### config.mk
export PLATFORM = sky130hd
export DESIGN_NAME = logo_scroll_ctrl
export DESIGN_NICKNAME = d
export VERILOG_FILES = /design/src/rtl/vga_logo_pkg.sv /design/src/rtl/vga_edge_detect.sv /design/src/rtl/logo_scroll_ctrl.sv
export SDC_FILE = /design/constraint.sdc
export NUM_CORES = 1
export LEC_CHECK = 0
export CELL_PAD_IN_SITES_DETAIL_PLACEMENT = 0
export CELL_PAD_IN_SITES_GLOBAL_PLACEMENT = 1
export CORE_ASPECT_RATIO = 1.1
export CORE_UTILIZATION = 40
export DETAILED_ROUTE_END_ITERATION = 7
export DONT_BUFFER_PORTS = 1
export GPL_ROUTABILITY_DRIVEN = 0
export PLACE_DENSITY = 0.76
export REMOVE_ABC_BUFFERS = 1
export SETUP_SLACK_MARGIN = 0.1
export SYNTH_ARGS = -nofsm -noshare
export SYNTH_HDL_FRONTEND = slang
export SYNTH_SLANG_ARGS = --single-unit
### constraint.sdc
create_clock -name clk -period 2.2 [get_ports clk]
set_input_delay 0.22 -clock clk [delete_from_list [all_inputs] [get_ports clk]]
set_output_delay 0.22 -clock clk [all_outputs]
set_load 0.01 [all_outputs]
### src/rtl/vga_logo_pkg.sv
// Shared VGA logo definitions: coordinate width and the scroll controller state encoding.
package vga_logo_pkg;

  localparam int COORD_W = 11;

  typedef enum logic [2:0] {
    IDLE    = 3'd0,
    MOVE_R  = 3'd1,
    DWELL_R = 3'd2,
    MOVE_L  = 3'd3,
    DWELL_L = 3'd4
  } state_t;

endpackage

### src/rtl/vga_edge_detect.sv
// Registered vsync active-edge detector; emits a one-cycle pulse the cycle after the edge is sampled.
module vga_edge_detect #(
  parameter bit ACT_LOW = 1'b1
) (
  input  logic clk,
  input  logic rst,
  input  logic sig,
  output logic pulse
);

  logic sig_q_r;
  logic edge_s;

  // Active edge of the incoming level, polarity selected at build time
  always_comb begin
    edge_s = ACT_LOW ? (sig_q_r & ~sig) : (~sig_q_r & sig);
  end

  // Delay register and registered pulse; delay resets to the inactive level
  always_ff @(posedge clk) begin
    if (rst) begin
      sig_q_r <= ACT_LOW;
      pulse   <= 1'b0;
    end else begin
      sig_q_r <= sig;
      pulse   <= edge_s;
    end
  end

endmodule

### src/rtl/logo_scroll_ctrl.sv
// Frame-synchronous ping-pong horizontal offset for the VGA logo painters.
// Optional endpoint dwell states are enabled by defining LOGO_SCROLL_DWELL_EN.
module logo_scroll_ctrl
  import vga_logo_pkg::*;
#(
  parameter int DELT_MAX        = 200,
  parameter int STEP            = 4,
  parameter int FRAMES_PER_STEP = 2,
  parameter int DWELL_FRAMES    = 30,
  parameter int VSYNC_ACT_LOW   = 1
) (
  input  logic               clk,
  input  logic               rst,
  input  logic               en,
  input  logic               vsync,
  output logic [COORD_W-1:0] delt,
  output logic               dir,
  output logic               frame_tick,
  output logic               moving
);

  // One width serves both the step and dwell counters
  localparam int CNT_MAX = (FRAMES_PER_STEP > DWELL_FRAMES) ? FRAMES_PER_STEP : DWELL_FRAMES;
  localparam int CNT_W   = $clog2(CNT_MAX + 1);
  localparam logic [CNT_W-1:0]   FCNT_LAST = CNT_W'(FRAMES_PER_STEP - 1);
  localparam logic [CNT_W-1:0]   CNT_ONE   = CNT_W'(1'b1);
  localparam logic [CNT_W-1:0]   CNT_ZERO  = CNT_W'(1'b0);
  localparam logic [11:0]        STEP12    = 12'(STEP);
  localparam logic [11:0]        MAX12     = 12'(DELT_MAX);
  localparam logic [COORD_W-1:0] MAX_C     = COORD_W'(DELT_MAX);
  localparam logic [COORD_W-1:0] ZERO_C    = {COORD_W{1'b0}};

  state_t           state_r;
  logic [CNT_W-1:0] frame_cnt_r;
`ifdef LOGO_SCROLL_DWELL_EN
  localparam logic [CNT_W-1:0] DCNT_LAST = CNT_W'(DWELL_FRAMES - 1);
  logic [CNT_W-1:0] dwell_cnt_r;
`endif

  logic [11:0]        delt12_s;
  logic [11:0]        sum_s;
  logic               right_end_s;
  logic               left_end_s;
  logic [COORD_W-1:0] right_next_s;
  logic [COORD_W-1:0] left_next_s;
  logic               step_due_s;
  logic               tick_go_s;

  vga_edge_detect #(
    .ACT_LOW (VSYNC_ACT_LOW != 0)
  ) u_edge (
    .clk   (clk),
    .rst   (rst),
    .sig   (vsync),
    .pulse (frame_tick)
  );

  // Saturating step candidates in 12 bits so the offset can never wrap
  always_comb begin
    delt12_s     = {1'b0, delt};
    sum_s        = delt12_s + STEP12;
    right_end_s  = (sum_s >= MAX12);
    left_end_s   = (delt12_s <= STEP12);
    right_next_s = right_end_s ? MAX_C : sum_s[COORD_W-1:0];
    left_next_s  = left_end_s ? ZERO_C : COORD_W'(delt12_s - STEP12);
    step_due_s   = (frame_cnt_r == FCNT_LAST);
    tick_go_s    = frame_tick & en;
  end

  // Scroll FSM; everything advances only on the edge closing an enabled frame_tick cycle
  always_ff @(posedge clk) begin
    if (rst) begin
      state_r     <= IDLE;
      frame_cnt_r <= CNT_ZERO;
`ifdef LOGO_SCROLL_DWELL_EN
      dwell_cnt_r <= CNT_ZERO;
`endif
      delt        <= ZERO_C;
      dir         <= 1'b0;
      moving      <= 1'b0;
    end else if (tick_go_s) begin
      case (state_r)
        IDLE: begin
          state_r     <= MOVE_R;
          frame_cnt_r <= CNT_ZERO;
          moving      <= 1'b1;
        end
        MOVE_R: begin
          if (step_due_s) begin
            frame_cnt_r <= CNT_ZERO;
            delt        <= right_next_s;
            if (right_end_s) begin
`ifdef LOGO_SCROLL_DWELL_EN
              state_r     <= DWELL_R;
              dwell_cnt_r <= CNT_ZERO;
              moving      <= 1'b0;
`else
              state_r     <= MOVE_L;
              dir         <= 1'b1;
`endif
            end
          end else begin
            frame_cnt_r <= frame_cnt_r + CNT_ONE;
          end
        end
        MOVE_L: begin
          if (step_due_s) begin
            frame_cnt_r <= CNT_ZERO;
            delt        <= left_next_s;
            if (left_end_s) begin
`ifdef LOGO_SCROLL_DWELL_EN
              state_r     <= DWELL_L;
              dwell_cnt_r <= CNT_ZERO;
              moving      <= 1'b0;
`else
              state_r     <= MOVE_R;
              dir         <= 1'b0;
`endif
            end
          end else begin
            frame_cnt_r <= frame_cnt_r + CNT_ONE;
          end
        end
`ifdef LOGO_SCROLL_DWELL_EN
        DWELL_R: begin
          if (dwell_cnt_r == DCNT_LAST) begin
            state_r     <= MOVE_L;
            dir         <= 1'b1;
            moving      <= 1'b1;
            dwell_cnt_r <= CNT_ZERO;
            frame_cnt_r <= CNT_ZERO;
          end else begin
            dwell_cnt_r <= dwell_cnt_r + CNT_ONE;
          end
        end
        DWELL_L: begin
          if (dwell_cnt_r == DCNT_LAST) begin
            state_r     <= MOVE_R;
            dir         <= 1'b0;
            moving      <= 1'b1;
            dwell_cnt_r <= CNT_ZERO;
            frame_cnt_r <= CNT_ZERO;
          end else begin
            dwell_cnt_r <= dwell_cnt_r + CNT_ONE;
          end
        end
`endif
        default: begin
          // Unreachable encodings recover to a clean idle
          state_r     <= IDLE;
          frame_cnt_r <= CNT_ZERO;
          moving      <= 1'b0;
        end
      endcase
    end
  end

endmodule

==> results by stage <==
Status:
- The run finished with clean final reports.

Clock tree:
- The count of clock tree sinks is 20.
- In this run, CTS created clock tree buffers numbering 3.
- The later pin in the worst-skew pair is clocked with a latency of 0.31 ns.
- In this run the number of H-tree levels came out at 1.
- The clock tree root buffer cell is clkbuf_4.
- The maximum number of buffers from clock root to sink is 2.
- Clock-pin slew was measured on the worst setup and hold paths at 0.13 ns.
- The CTS tree is done.

Routing:
- For this run, design rule violations remaining after detail routing come to 0.
- The total vias in the final route is 1297.
- The wire length per cell after detailed routing is 15.54 µm.
- The number of DRC markers after the initial detailed-route iteration is 24.
- The first TritonRoute pass finished after 6 iterations.
- In this run the remaining antenna-violating nets after routing total 0.
- The average via count per standard cell is 5.842.
- Summed over all layers, the routed wires come to 3449 µm.

Die:
- 18 I/O pins were placed.
- The die boundary width is 57.14 µm.
- For this configuration, the core starts out at a cell density of 42.78%.
- In this run the vertical extent of the chip is 62.65 µm.
- The floorplan has 21 rows.
- The core outline area is 3127 µm².
- The floorplan step defined a die boundary enclosing 3579 µm².

Synth:
- In this run, synthesis produced a sequential element count of 20.
- A synthesized cell averages 7.731 µm².
- The count of flip-flops with a built-in enable after synthesis is 0.
- The share of synthesized area occupied by flip-flops and latches is 29.93%.
- The warning count from the yosys run is 0.
- The share of synthesized flip-flops with an asynchronous set or reset is 0%.
- In this run, distinct cell masters in the synthesized netlist total 47.
- The most common flop cell mapped by yosys is dfxtp_1.
- The synthesized netlist occupies a cell area of 1338 µm².
- The cell count after synthesis came out at 173.

Layout:
- For this run, the post-layout net count is 199.
- The final core utilization is 50.50%.
- In the layout the commonest cells are nor2_1 (21), buf_4 (21), dfxtp_1 (18).
- With fillers left out, the area of the finished cells amounts to 1579 µm².
- The post-route netlist has 21.28% of its cells at a drive strength greater than 1.
- The repair_antennas step left the layout with diodes totalling 0.
- Leaving out filler cells and counting taps, the final layout contains 222.
- From synthesis to final layout, the design area changed by 18.05%.
- The number of filler cells placed in the layout is 293.

Timing:
- The minimum clock period after layout is 2.022 ns.
- The fraction of the cycle the final worst path needs is 91.91%.
- Setup repair after global routing could not meet its margin everywhere.
- The headroom to the max-slew limit is 55.09%.
- The final setup violation count is 0.
- The highest clock frequency the design can meet is 0.4946 GHz.
- The final hold violation count is 0.
- For the pin with the worst max-slew slack, the measured transition is 0.6714 ns.
- In the post-route analysis, the smallest setup slack over all paths is 0.1780 ns.
- The max-slew violation total from the final report came to 0.
- Clock skew on the completed layout was measured at 0.007492 ns.

GRT:
- Global routing used 21.12% of the available tracks.
- Global routing finished with a remaining overflow of 0.
- The largest net degree at the start of global routing is 16.
- The first global-routing pass estimated 6009 µm of wire.
- The number of global-route vias before repair is 1301.
- The number of antenna violations at the first check in global routing is 0.

Worst hold path:
- The cell depth of the worst min-delay path is 2.
- The worst hold path belongs to the class input port to flip-flop.
- For hold timing, the worst endpoint is u_edge.pulse.
- The startpoint of the tightest hold check path is vsync.

Job:
- The reported max-cap violation count is 0.

Placed design:
- The cell count after placement is 214.
- Port buffering added 0 buffers.
- After detailed placement, the total cell area comes to 1460 µm².
- The final HPWL from detailed placement is 2521 µm.
- OpenSTA, run right after detailed placement, puts the worst setup slack at 0.02793 ns.

Setup path:
- The register-to-register setup slack is 0.18 ns.
- The required time of the critical path is 2.42 ns.
- STA classifies the critical path startpoint as a flip-flop.
- Data arrives at the worst endpoint at 2.24 ns.
- In this run the critical register-to-register path is launched from frame_cnt_r[1].
- The kind of end point of the critical path is a flip-flop.
- The number of cells traversed by the worst register-to-register path is 7.
- The launching element of the worst setup path is frame_cnt_r[1].
- The highest fanout seen on the critical path is 7.
- The kind of critical path is flip-flop to flip-flop.
- The end of the worst register-to-register path is delt[3].

Power:
- The maximum VDD drop is 0.0002911 V.
- Dividing total power by cell area gives a power density of 446.9 nW/µm².
- The static power due to leakage is 0.5883 nW.
## layout make-up
cell class / instances / area (µm²) / share of cell area (%)
Clock inverter: 1 / 30.03 / 1.902
Timing Repair Buffer: 24 / 187.7 / 11.89
Inverter: 8 / 30.03 / 1.902
Sequential cell: 20 / 402.9 / 25.52
Clock buffer: 3 / 22.52 / 1.426
Multi-Input combinational cell: 132 / 863.3 / 54.68
Tap cell: 34 / 42.54 / 2.694
## metrics by stage
stage	TNS [ns]	hold WS (ns)	total power, mW
after floorplan	-0.02013	0.2891	0.3892
after global placement	0	0.2911	0.3946
after detailed placement	0	0.2924	0.3950
after CTS	0	0.01043	0.7107
after global routing	0	0.03193	0.7328
final	0	0.05230	0.7056
## critical path, cell delays in order (launching register included)
cell and delay (ns):
dfxtp_1 0.33, inv_1 0.05, ha_1 0.13, or4b_4 0.46, or3_4 0.39, a211oi_1 0.23, o221ai_1 0.15, and3_1 0.18
## worst max-delay path by stage
stage               to  slack (ns)
2_1_floorplan  delt[5]       -0.02
3_3_place_gp   delt[3]        0.05
3_5_place_dp   delt[5]        0.03
4_1_cts        delt[5]        0.11
5_1_grt        delt[3]        0.08
6_report       delt[3]        0.18
## Yosys cell counts, drive strengths merged, types with 3 or more instances
cell type | instances | share of area [%]
or3 | 6 | 2.8
a21oi | 16 | 6.3
a211oi | 4 | 2.2
nand3b | 3 | 1.7
inv | 8 | 2.2
and3 | 3 | 1.4
nor3 | 8 | 3.4
o21ai | 12 | 4.5
nand3 | 6 | 2.2
nand2 | 9 | 2.5
a31oi | 4 | 1.9
xnor2 | 3 | 2.0
buf | 8 | 3.8
dfxtp | 20 | 30
nor2 | 22 | 6.7
clkbuf | 6 | 1.7
ha | 6 | 5.6
## repair_timing
item                                    4_1_cts  5_1_grt
pin swaps                                     0        2
endpoints found under the setup margin        7        6
setup buffers                                 0        1
hold endpoints to repair                     15        1
resized for setup                             3        5
hold buffers                                  1        2
## power breakdown
| group | switching, mW | internal (mW) | leakage, nW |
|---|---|---|---|
| sequential | 0.00352 | 0.366 | 0.163 |
| clock | 0.125 | 0.184 | 0.0279 |
| combinational | 0.0164 | 0.0110 | 0.398 |
## kinds of logic (layout without fill, tap and decap cells)
group	Yosys count	after routing	synth area share [%]
compound gates	53	53	26.57
simple gates	65	65	25.82
other cells	1	2	0.2804
xor+xnor	5	5	3.275
mux	1	1	0.7484
fa+ha+maj	6	6	5.613
buf+inv	22	36	7.764
flops	20	20	29.93
## flip-flops by register name, summed over array words and instances, names as in the netlist
name            cells
dir                 1
delt                9
moving              1
u_edge.pulse        1
frame_cnt_r         5
state_r             2
u_edge.sig_q_r      1
## layer usage
metal | routed length [µm] | global-route usage, % | vias to the layer above
met4 | 30 | 7.622 | 0
met1 | 1584 | 27.35 | 615
li1 | - | - | 653
met2 | 1689 | 34.71 | 27
met3 | 144 | 3.934 | 2
met5 | 0 | 0 | -
Power figures use the tool's default switching activity.
